[src/rtl/cu_seq.sv]
// cu_seq -- instruction-sequencing control unit (Moore FSM).
//
// Fetches an instruction word, latches its opcode field and steps through
// the micro-sequence for that opcode. Every output depends only on the
// registered state and the latched opcode. The memory waits stretch for as
// long as mem_rdy stays low.
//
// Ports:
//   clk, reset        clock (rising edge), asynchronous active-high reset
//   start             leave IDLE and begin fetching (sampled only in IDLE)
//   ir                instruction word; the opcode field is captured in FETCH_M
//   mem_rdy           memory access complete; only looked at in wait states
//   z_flag            ALU zero flag, sampled in JZ_CMP
//   en_dec*op/*out    operand-select / output decoder enables
//   alu_ctrl          0 pass, 1 add, 2 sub, 3 shl1, 4 shl2, 5 shr4
//   imem_read, dmem_read, dmem_write   memory strobes
//   pc_inc, mar_inc, col_inc, row_inc, col_zero, jump   counter strobes
//   busy, halted, err status (err is sticky until reset)
//
// Optional feature: define CU_SEQ_TIMEOUT_EN to bound every memory wait to
// TIMEOUT_CYCLES cycles; an expired wait halts the unit with err set.

module cu_seq #(
  parameter int BUS_WIDTH      = 16,
  parameter int OPCODE_LEN     = 4,
  parameter int ALU_CTRL_W     = 4,
  parameter int TIMEOUT_CYCLES = 255
) (
  input  logic                  clk,
  input  logic                  reset,
  input  logic                  start,
  input  logic [BUS_WIDTH-1:0]  ir,
  input  logic                  mem_rdy,
  input  logic                  z_flag,
  output logic                  en_decAop,
  output logic                  en_decBop,
  output logic                  en_decCop,
  output logic                  en_decAout,
  output logic                  en_decBout,
  output logic                  en_decCout,
  output logic [ALU_CTRL_W-1:0] alu_ctrl,
  output logic                  imem_read,
  output logic                  dmem_read,
  output logic                  dmem_write,
  output logic                  pc_inc,
  output logic                  mar_inc,
  output logic                  col_inc,
  output logic                  row_inc,
  output logic                  col_zero,
  output logic                  jump,
  output logic                  busy,
  output logic                  halted,
  output logic                  err
);

  typedef enum logic [4:0] {
    S_IDLE, S_FETCH_A, S_FETCH_M, S_FETCH_I,
    S_LI_SEL, S_LI_MEM, S_LI_WB,
    S_MRD, S_MWR, S_ALU,
    S_JZ_SEL, S_JZ_MEM, S_JZ_CMP, S_JZ_TAKE, S_JZ_SKIP,
    S_MAR, S_COL, S_ROW, S_HALT
  } state_t;

  state_t                state_q, state_d;
  logic [OPCODE_LEN-1:0] opcode_q;
  logic                  err_q;
  logic                  op_illegal;
  logic                  is_wait;
  logic                  tmo_hit;

  // Only the opcode field of the instruction word matters here.
  logic unused_ir;
  assign unused_ir = ^ir[BUS_WIDTH-OPCODE_LEN-1:0];

  // Opcodes beyond 0xF only exist when the field is wider than four bits.
  if (OPCODE_LEN > 4) begin : g_wide_op
    assign op_illegal = |opcode_q[OPCODE_LEN-1:4];
  end else begin : g_narrow_op
    assign op_illegal = 1'b0;
  end

  assign is_wait = (state_q == S_FETCH_M) || (state_q == S_LI_MEM) ||
                   (state_q == S_MRD)     || (state_q == S_MWR)    ||
                   (state_q == S_JZ_MEM);

`ifdef CU_SEQ_TIMEOUT_EN
  localparam int TMO_W = $clog2(TIMEOUT_CYCLES + 1);
  logic [TMO_W-1:0] tmo_cnt_q;

  // tmo_cnt_q counts wait cycles already spent, so the trip fires on the
  // TIMEOUT_CYCLES-th consecutive cycle without mem_rdy.
  assign tmo_hit = is_wait && !mem_rdy && (tmo_cnt_q == TMO_W'(TIMEOUT_CYCLES - 1));

  always_ff @(posedge clk or posedge reset) begin
    if (reset)
      tmo_cnt_q <= '0;
    else if (is_wait && (state_d == state_q))
      tmo_cnt_q <= tmo_cnt_q + 1'b1;
    else
      tmo_cnt_q <= '0;
  end
`else
  localparam int unused_tmo = TIMEOUT_CYCLES;
  assign tmo_hit = 1'b0;
`endif

  // NOTE: sequential state uses non-blocking assignments so every register
  // samples the pre-edge values; the reset branch clears only control state.
  always_ff @(posedge clk or posedge reset) begin
    if (reset) begin
      state_q  <= S_IDLE;
      opcode_q <= '0;
      err_q    <= 1'b0;
    end else begin
      state_q <= state_d;
      if ((state_q == S_FETCH_M) && mem_rdy)
        opcode_q <= ir[BUS_WIDTH-1 -: OPCODE_LEN];
      if (((state_q == S_FETCH_I) && op_illegal) || tmo_hit)
        err_q <= 1'b1;
    end
  end

  // NOTE: state_d gets a default before the case so no path infers a latch.
  always_comb begin
    state_d = state_q;
    case (state_q)
      S_IDLE:    if (start) state_d = S_FETCH_A;
      S_FETCH_A: state_d = S_FETCH_M;
      S_FETCH_M: if (mem_rdy) state_d = S_FETCH_I;
      S_FETCH_I: begin
        if (op_illegal) begin
          state_d = S_HALT;
        end else begin
          case (opcode_q[3:0])
            4'h0, 4'h1:                         state_d = S_FETCH_A;
            4'h2:                               state_d = S_LI_SEL;
            4'h3:                               state_d = S_MRD;
            4'h4, 4'h5, 4'h6, 4'h7, 4'h8, 4'hA: state_d = S_ALU;
            4'h9:                               state_d = S_MWR;
            4'hB:                               state_d = S_JZ_SEL;
            4'hC:                               state_d = S_MAR;
            4'hD:                               state_d = S_COL;
            4'hE:                               state_d = S_ROW;
            default:                            state_d = S_HALT;
          endcase
        end
      end
      S_LI_SEL:  state_d = S_LI_MEM;
      S_LI_MEM:  if (mem_rdy) state_d = S_LI_WB;
      S_LI_WB:   state_d = S_FETCH_A;
      S_MRD,
      S_MWR:     if (mem_rdy) state_d = S_FETCH_A;
      S_ALU:     state_d = S_FETCH_A;
      S_JZ_SEL:  state_d = S_JZ_MEM;
      S_JZ_MEM:  if (mem_rdy) state_d = S_JZ_CMP;
      S_JZ_CMP:  state_d = z_flag ? S_JZ_SKIP : S_JZ_TAKE;
      S_JZ_TAKE,
      S_JZ_SKIP,
      S_MAR,
      S_COL,
      S_ROW:     state_d = S_FETCH_A;
      S_HALT:    state_d = S_HALT;
      default:   state_d = S_IDLE;
    endcase
    if (tmo_hit) state_d = S_HALT;
  end

  always_comb begin
    en_decAop  = 1'b0;
    en_decBop  = 1'b0;
    en_decCop  = 1'b0;
    en_decAout = 1'b0;
    en_decBout = 1'b0;
    en_decCout = 1'b0;
    alu_ctrl   = '0;
    imem_read  = 1'b0;
    dmem_read  = 1'b0;
    dmem_write = 1'b0;
    pc_inc     = 1'b0;
    mar_inc    = 1'b0;
    col_inc    = 1'b0;
    row_inc    = 1'b0;
    col_zero   = 1'b0;
    jump       = 1'b0;
    case (state_q)
      S_FETCH_A: begin
        en_decAop  = 1'b1;
        en_decAout = 1'b1;
        en_decCop  = 1'b1;
        en_decCout = 1'b1;
      end
      S_FETCH_M: imem_read = 1'b1;
      S_FETCH_I: pc_inc    = 1'b1;
      S_LI_SEL: begin
        en_decAop = 1'b1;
        en_decCop = 1'b1;
      end
      S_LI_MEM:  imem_read = 1'b1;
      S_LI_WB: begin
        en_decAout = 1'b1;
        en_decCout = 1'b1;
        pc_inc     = 1'b1;
      end
      S_MRD:     dmem_read  = 1'b1;
      S_MWR:     dmem_write = 1'b1;
      S_ALU: begin
        case (opcode_q[3:0])
          4'h4:    alu_ctrl = ALU_CTRL_W'(3);
          4'h5:    alu_ctrl = ALU_CTRL_W'(4);
          4'h6:    alu_ctrl = ALU_CTRL_W'(5);
          4'h7:    alu_ctrl = ALU_CTRL_W'(1);
          4'h8:    alu_ctrl = ALU_CTRL_W'(2);
          default: alu_ctrl = '0;
        endcase
      end
      S_JZ_SEL: begin
        jump      = 1'b1;
        en_decAop = 1'b1;
        en_decBop = 1'b1;
      end
      S_JZ_MEM: begin
        jump      = 1'b1;
        imem_read = 1'b1;
      end
      S_JZ_CMP: begin
        en_decAout = 1'b1;
        en_decBout = 1'b1;
        alu_ctrl   = ALU_CTRL_W'(2);
      end
      S_JZ_TAKE: jump    = 1'b1;
      S_JZ_SKIP: pc_inc  = 1'b1;
      S_MAR:     mar_inc = 1'b1;
      S_COL:     col_inc = 1'b1;
      S_ROW: begin
        row_inc  = 1'b1;
        col_zero = 1'b1;
      end
      default: ;
    endcase
  end

  assign busy   = (state_q != S_IDLE) && (state_q != S_HALT);
  assign halted = (state_q == S_HALT);
  assign err    = err_q;

endmodule

[config.mk]
export PLATFORM = sky130hd
export DESIGN_NAME = cu_seq
export DESIGN_NICKNAME = d
export VERILOG_FILES = /design/src/rtl/cu_seq.sv
export SDC_FILE = /design/constraint.sdc
export NUM_CORES = 1
export LEC_CHECK = 0
export CAP_MARGIN = 20
export CORE_UTILIZATION = 43
export CTS_CLUSTER_SIZE = 28
export DETAILED_ROUTE_END_ITERATION = 10
export HOLD_SLACK_MARGIN = 0.05
export PLACE_DENSITY = 0.8
export SETUP_SLACK_MARGIN = 0.3
export SYNTH_ARGS = -nofsm -noshare
export SYNTH_HDL_FRONTEND = slang
export SYNTH_SLANG_ARGS = --single-unit
export TNS_END_PERCENT = 100
[constraint.sdc]
create_clock -name clk -period 1.9 [get_ports clk]
set_clock_uncertainty 0.15 [all_clocks]
set_input_delay 0.475 -clock clk [delete_from_list [all_inputs] [get_ports clk]]
set_output_delay 0.475 -clock clk [all_outputs]
set_load 0.01 [all_outputs]
==> results of run 1 <==
## synthesized netlist by cell type (2+ instances only)
library cell	number	share of area, %
o31a_1	2	1.6
nor4_1	3	1.8
nor3b_1	2	1.4
nor3_1	5	2.3
buf_4	6	4.2
buf_2	6	2.8
a21oi_1	7	3.3
mux2_1	2	2.1
nand2_1	9	3.2
nor2_1	11	3.9
o31ai_1	4	2.8
a211oi_1	3	2.1
ha_1	5	5.8
o21ai_0	7	3.3
inv_1	6	2.1
o21a_1	3	2.1
nand3b_1	3	2.1
xor2_1	2	1.6
nand3_1	3	1.4
nand4b_1	3	2.5
o21ai_1	2	0.94
dfrtp_1	9	21
o211ai_1	3	2.1
a31oi_1	2	1.2
clkbuf_1	2	0.70
nand2b_1	3	1.8
## what timing repair did
action / in CTS
setup endpoints to repair: 29
pin swaps: 23
buffers inserted: 18
gates resized for setup: 121
## metal layers
layer	track usage, %	GRT overflow
met5	0	0
met4	97.75	28
met3	48.25	0
met2	98.93	25
met1	69.37	0
## per-stage QoR
step,std cells,util [%],hold slack (ns),cell area [um2],setup TNS [ns]
after floorplan,137,-,0.1528,1192,0
after global placement,236,79.44,0.4817,1808,-6.619
after detailed placement,236,79.44,0.4870,1808,-7.222
after CTS,258,89.61,0.3289,2039,-3.397
## logic make-up after synthesis
logic type      count (synthesis)  synth area share [%]
simple gates                   55                 32.28
buf+inv                        21                 10.18
flops                           9                 21.05
xor+xnor                        3                 2.457
compound gates                 40                 25.73
fa+ha+maj                       5                 5.848
other cells                     1                0.3505
mux                             2                 2.105
==> results.py, run 1 <==
metrics = {
    "logic_synthesis": {
        "ys.warnings.count": 0,
        "syn_inst": 136,
        "synth_seq_cells": 9,
        "synth_ff_type": "dfrtp_1",
        "ys_seq_area_share_pct": 21.05,
        "synth_area_um2": 1070,
        "ys_types": 49,
        "synth_area_per_cell_um2": 7.866,
        "async_reset_ff_share_pct": 100.0,
        "synth_edf_count": 0,
    },
    "placement": {
        "port_buffers": 28,
        "dpl_worst_slack_ns": -0.4743,
        "gp_congestion": 0.9489,
        "dp_hpwl_mm": 2.809,
    },
    "clock_tree": {
        "clockBufferDepth": 2,
        "holdBufCountCts": 0,
        "clock_tree.root_cell": "clkbuf_4",
        "cts.sinks": 9,
        "cts_buffers": 3,
        "h-tree-depth": 1,
    },
    "sta": {
        "worst_endpoint": "alu_ctrl[0]",
        "endpoint_type": "primary output",
    },
    "status": {
        "failed_stage": "5_1_grt",
        "tool.error": "[ERROR GRT-0232] Routing congestion too high. Check the congestion heatmap in the GUI.",
        "status": "aborted with a tool error",
    },
    "global_route": {
        "gr-total-overflow": 53,
        "grt_max_degree": 13,
        "groute.usage.overall_pct": 75.51,
    },
    "die": {
        "rows": 17,
        "initial_utilization_pct": 47.00,
        "io_pins": 43,
        "die_w_um": 51.88,
        "fp.dieH_um": 51.88,
    },
}
==> run 2, diff against run 1 <==
Settings changed: CORE_AREA set to 2 2 63 65, CORE_UTILIZATION 43 to not set, CTS_CLUSTER_SIZE 28 to not set, DIE_AREA set to 0 0 65 67, HOLD_SLACK_MARGIN 0.05 to not set, PLACE_DENSITY 0.8 to not set, PLACE_DENSITY_LB_ADDON set to 0.15, SETUP_SLACK_MARGIN 0.3 to not set.
==> run 2 against run 1 <==
  * The flow now finishes, with violations (setup timing)
  * Synthesized cell count did not move
  * Area after synthesis stayed put
==> results.py, run 2 <==
metrics = {
    "status": {
        "status": "finished, violations left",
        "violations": "setup timing",
    },
    "pwr": {
        "power_density_nw_per_um2": 1821,
        "leakage_uw": 0.001005,
        "ir_drop_v": 0.0006522,
    },
    "detailed_routing": {
        "wl_per_cell_um": 15.68,
        "dr.pass1.iters": 5,
        "num_vias": 1397,
        "antenna_left": 0,
        "viasPerCell": 5.099,
        "wl_mm": 4.297,
        "drc": 0,
        "drtIter0Drc": 66,
    },
    "global_route": {
        "antenna_found_initial": 0,
        "grt_max_degree": 11,
        "grt_pass1_wl_mm": 6.644,
        "gr-total-overflow": 0,
        "groute.usage.overall_pct": 20.08,
        "grt_pass1_vias": 1386,
    },
    "sta": {
        "fin_crit_ns": 2.164,
        "final.setup.tns_ns": -2.922,
        "hold_violations": 0,
        "max_freq_ghz": 0.4621,
        "drv_slew": 0,
        "setup_viol_count_final": 20,
        "min_period_over_period_pct": 113.9,
        "grt_setup_unrepaired": "true",
        "timing.final.ws_setup_ns": -0.2641,
    },
    "placement": {
        "port_buffers": 28,
        "dpl-instance-area_um2": 1709,
        "dp_hpwl_mm": 2.758,
        "placed_cells": 247,
        "gp_congestion": 0.8434,
    },
    "clock_tree": {
        "clockBufferDepth": 2,
        "cts_tree": "done",
        "cts.sinks": 9,
        "path_clk_slew_ns": 0.05,
        "h-tree-depth": 1,
        "clock_tree.root_cell": "clkbuf_8",
        "holdBufCountCts": 0,
        "cts_buffers": 3,
        "clk-insertion-delay-late_ns": 0.24,
    },
    "logic_synthesis": {
        "ys.warnings.count": 0,
        "yosysTopAreaCellShare_pct": 21.05,
        "synth_commonest_cells": "11 x nor2_1, 9 x dfrtp_1, 9 x nand2_1",
        "ys_types": 49,
        "synth_area_per_cell_um2": 7.866,
        "synth_ff_type": "dfrtp_1",
        "synth_edf_count": 0,
        "syn_inst": 136,
        "synth_seq_cells": 9,
        "synth_most_common_cell": "nor2_1",
        "ys_seq_area_share_pct": 21.05,
        "synth_top_area_cell": "dfrtp_1",
        "synth.area.top_cells": "dfrtp_1 21%, ha_1 5.8%, buf_4 4.2%",
        "synth_area_um2": 1070,
        "async_reset_ff_share_pct": 100.0,
    },
    "worst_setup_path": {
        "end_kind": "primary output",
        "worstPathArrival_ns": 1.54,
        "worstPathRequired_ns": 1.27,
        "critical_path_class": "reg -> out",
        "cp_max_fo": 5,
        "start_kind": "register",
    },
    "die": {
        "die_area_um2": 4355,
        "die_w_um": 65,
        "rows": 22,
        "core_um2": 3606,
        "fp.dieH_um": 67,
        "io_pins": 43,
        "initial_utilization_pct": 29.67,
    },
    "final_layout": {
        "top_register": "state_q",
        "fin_cells": 274,
        "diodes": 0,
        "fin_nets": 253,
        "largestRegisters": "state_q (5), opcode_q (4)",
        "largest_register_ffs": 5,
        "mostFrequentLayoutCells": "44 x buf_4, 32 x buf_6, 14 x buf_2, 8 x clkdlybuf4s50_1, 7 x nor2_4",
        "drive_gt1_share_pct": 63.72,
        "design_area_um2": 2210,
        "syn_to_final_growth_pct": 106.5,
        "layout_commonest_cell": "buf_4",
    },
    "min_path": {
        "worstHoldPathType": "in -> async",
    },
    "run": {
        "maxCapViolCount": 0,
    },
}
==> run 2: cell counts after synthesis <==
No cell type changed its count.
==> run 2: layout make-up <==
cell class | count | area (um2)
well taps | 48 | 60.06
clock buffers | 4 | 45.04
flip-flops and latches | 9 | 230.2
multi-input cells | 107 | 987.2
fillers | 318 | 1396
inverters | 7 | 31.28
repair buffers | 99 | 855.8
==> run 2: logic make-up (layout without fill, tap and decap cells) <==
logic type	after synthesis	count (layout)	share of synthesized area [%]
other cells	1	2	0.3505
flops	9	9	21.05
mux	2	2	2.105
compound gates	40	40	25.73
xor+xnor	3	3	2.457
simple gates	55	55	32.28
buf+inv	21	110	10.18
fa+ha+maj	5	5	5.848
==> run 2: worst paths after layout <==
check / startpoint / end / slack, ns / depth (start not counted)
worst max-delay path: state_q[1] / alu_ctrl[0] / -0.26 / 5
worst min-delay path: reset / opcode_q[3] / 0.37 / 2
worst max register to register: state_q[1] / state_q[0] / -0.08 / 7
worst min register to register: opcode_q[3] / opcode_q[3] / 0.47 / 2
max in group asynchronous: reset / state_q[3] / 0.95 / 2
min in group clk: opcode_q[3] / opcode_q[3] / 0.47 / 2
==> run 2: per-layer routing <==
metal	wire length [um]	GRT usage, %	up-vias
met1	1768	23.11	676
li1	-	-	673
met3	191	3.547	10
met5	0	0	-
met4	112	5.851	0
met2	2224	37.63	38
==> run 2: power by group <==
group / switching (uW) / internal (uW) / total, uW
logic: 1590 / 1790 / 3380
registers: 122 / 291 / 414
clock network: 80.9 / 147 / 228
total: 1790 / 2230 / 4020
==> run 2: timing repair <==
action	4_1_cts	5_1_grt
gates resized for setup	138	40
buffers inserted	21	7
hold endpoints to repair	0	0
setup endpoints to repair	25	25
pin swaps	18	21
==> run 2: critical path, cell delays in order (launching register included) <==
cell and delay, ns:
dfrtp_2 0.46, buf_6 0.15, buf_6 0.11, nor4_4 0.28
o31a_1 0.17, buf_2 0.12
==> run 2: stage by stage <==
step                      total power [uW]  setup WS [ns]  hold WS [ns]  util, %
after floorplan                       1609       0.001264        0.1529        -
after global placement                2746        -0.4538        0.4362    47.40
after detailed placement              2786        -0.4288        0.4537    47.40
after CTS                             3587        -0.2694        0.3792    55.86
after global routing                  4267        -0.3439        0.3961    61.28
final                                 4023        -0.2641        0.3683    61.28
Note: power is estimated with default switching activity, not from simulation.
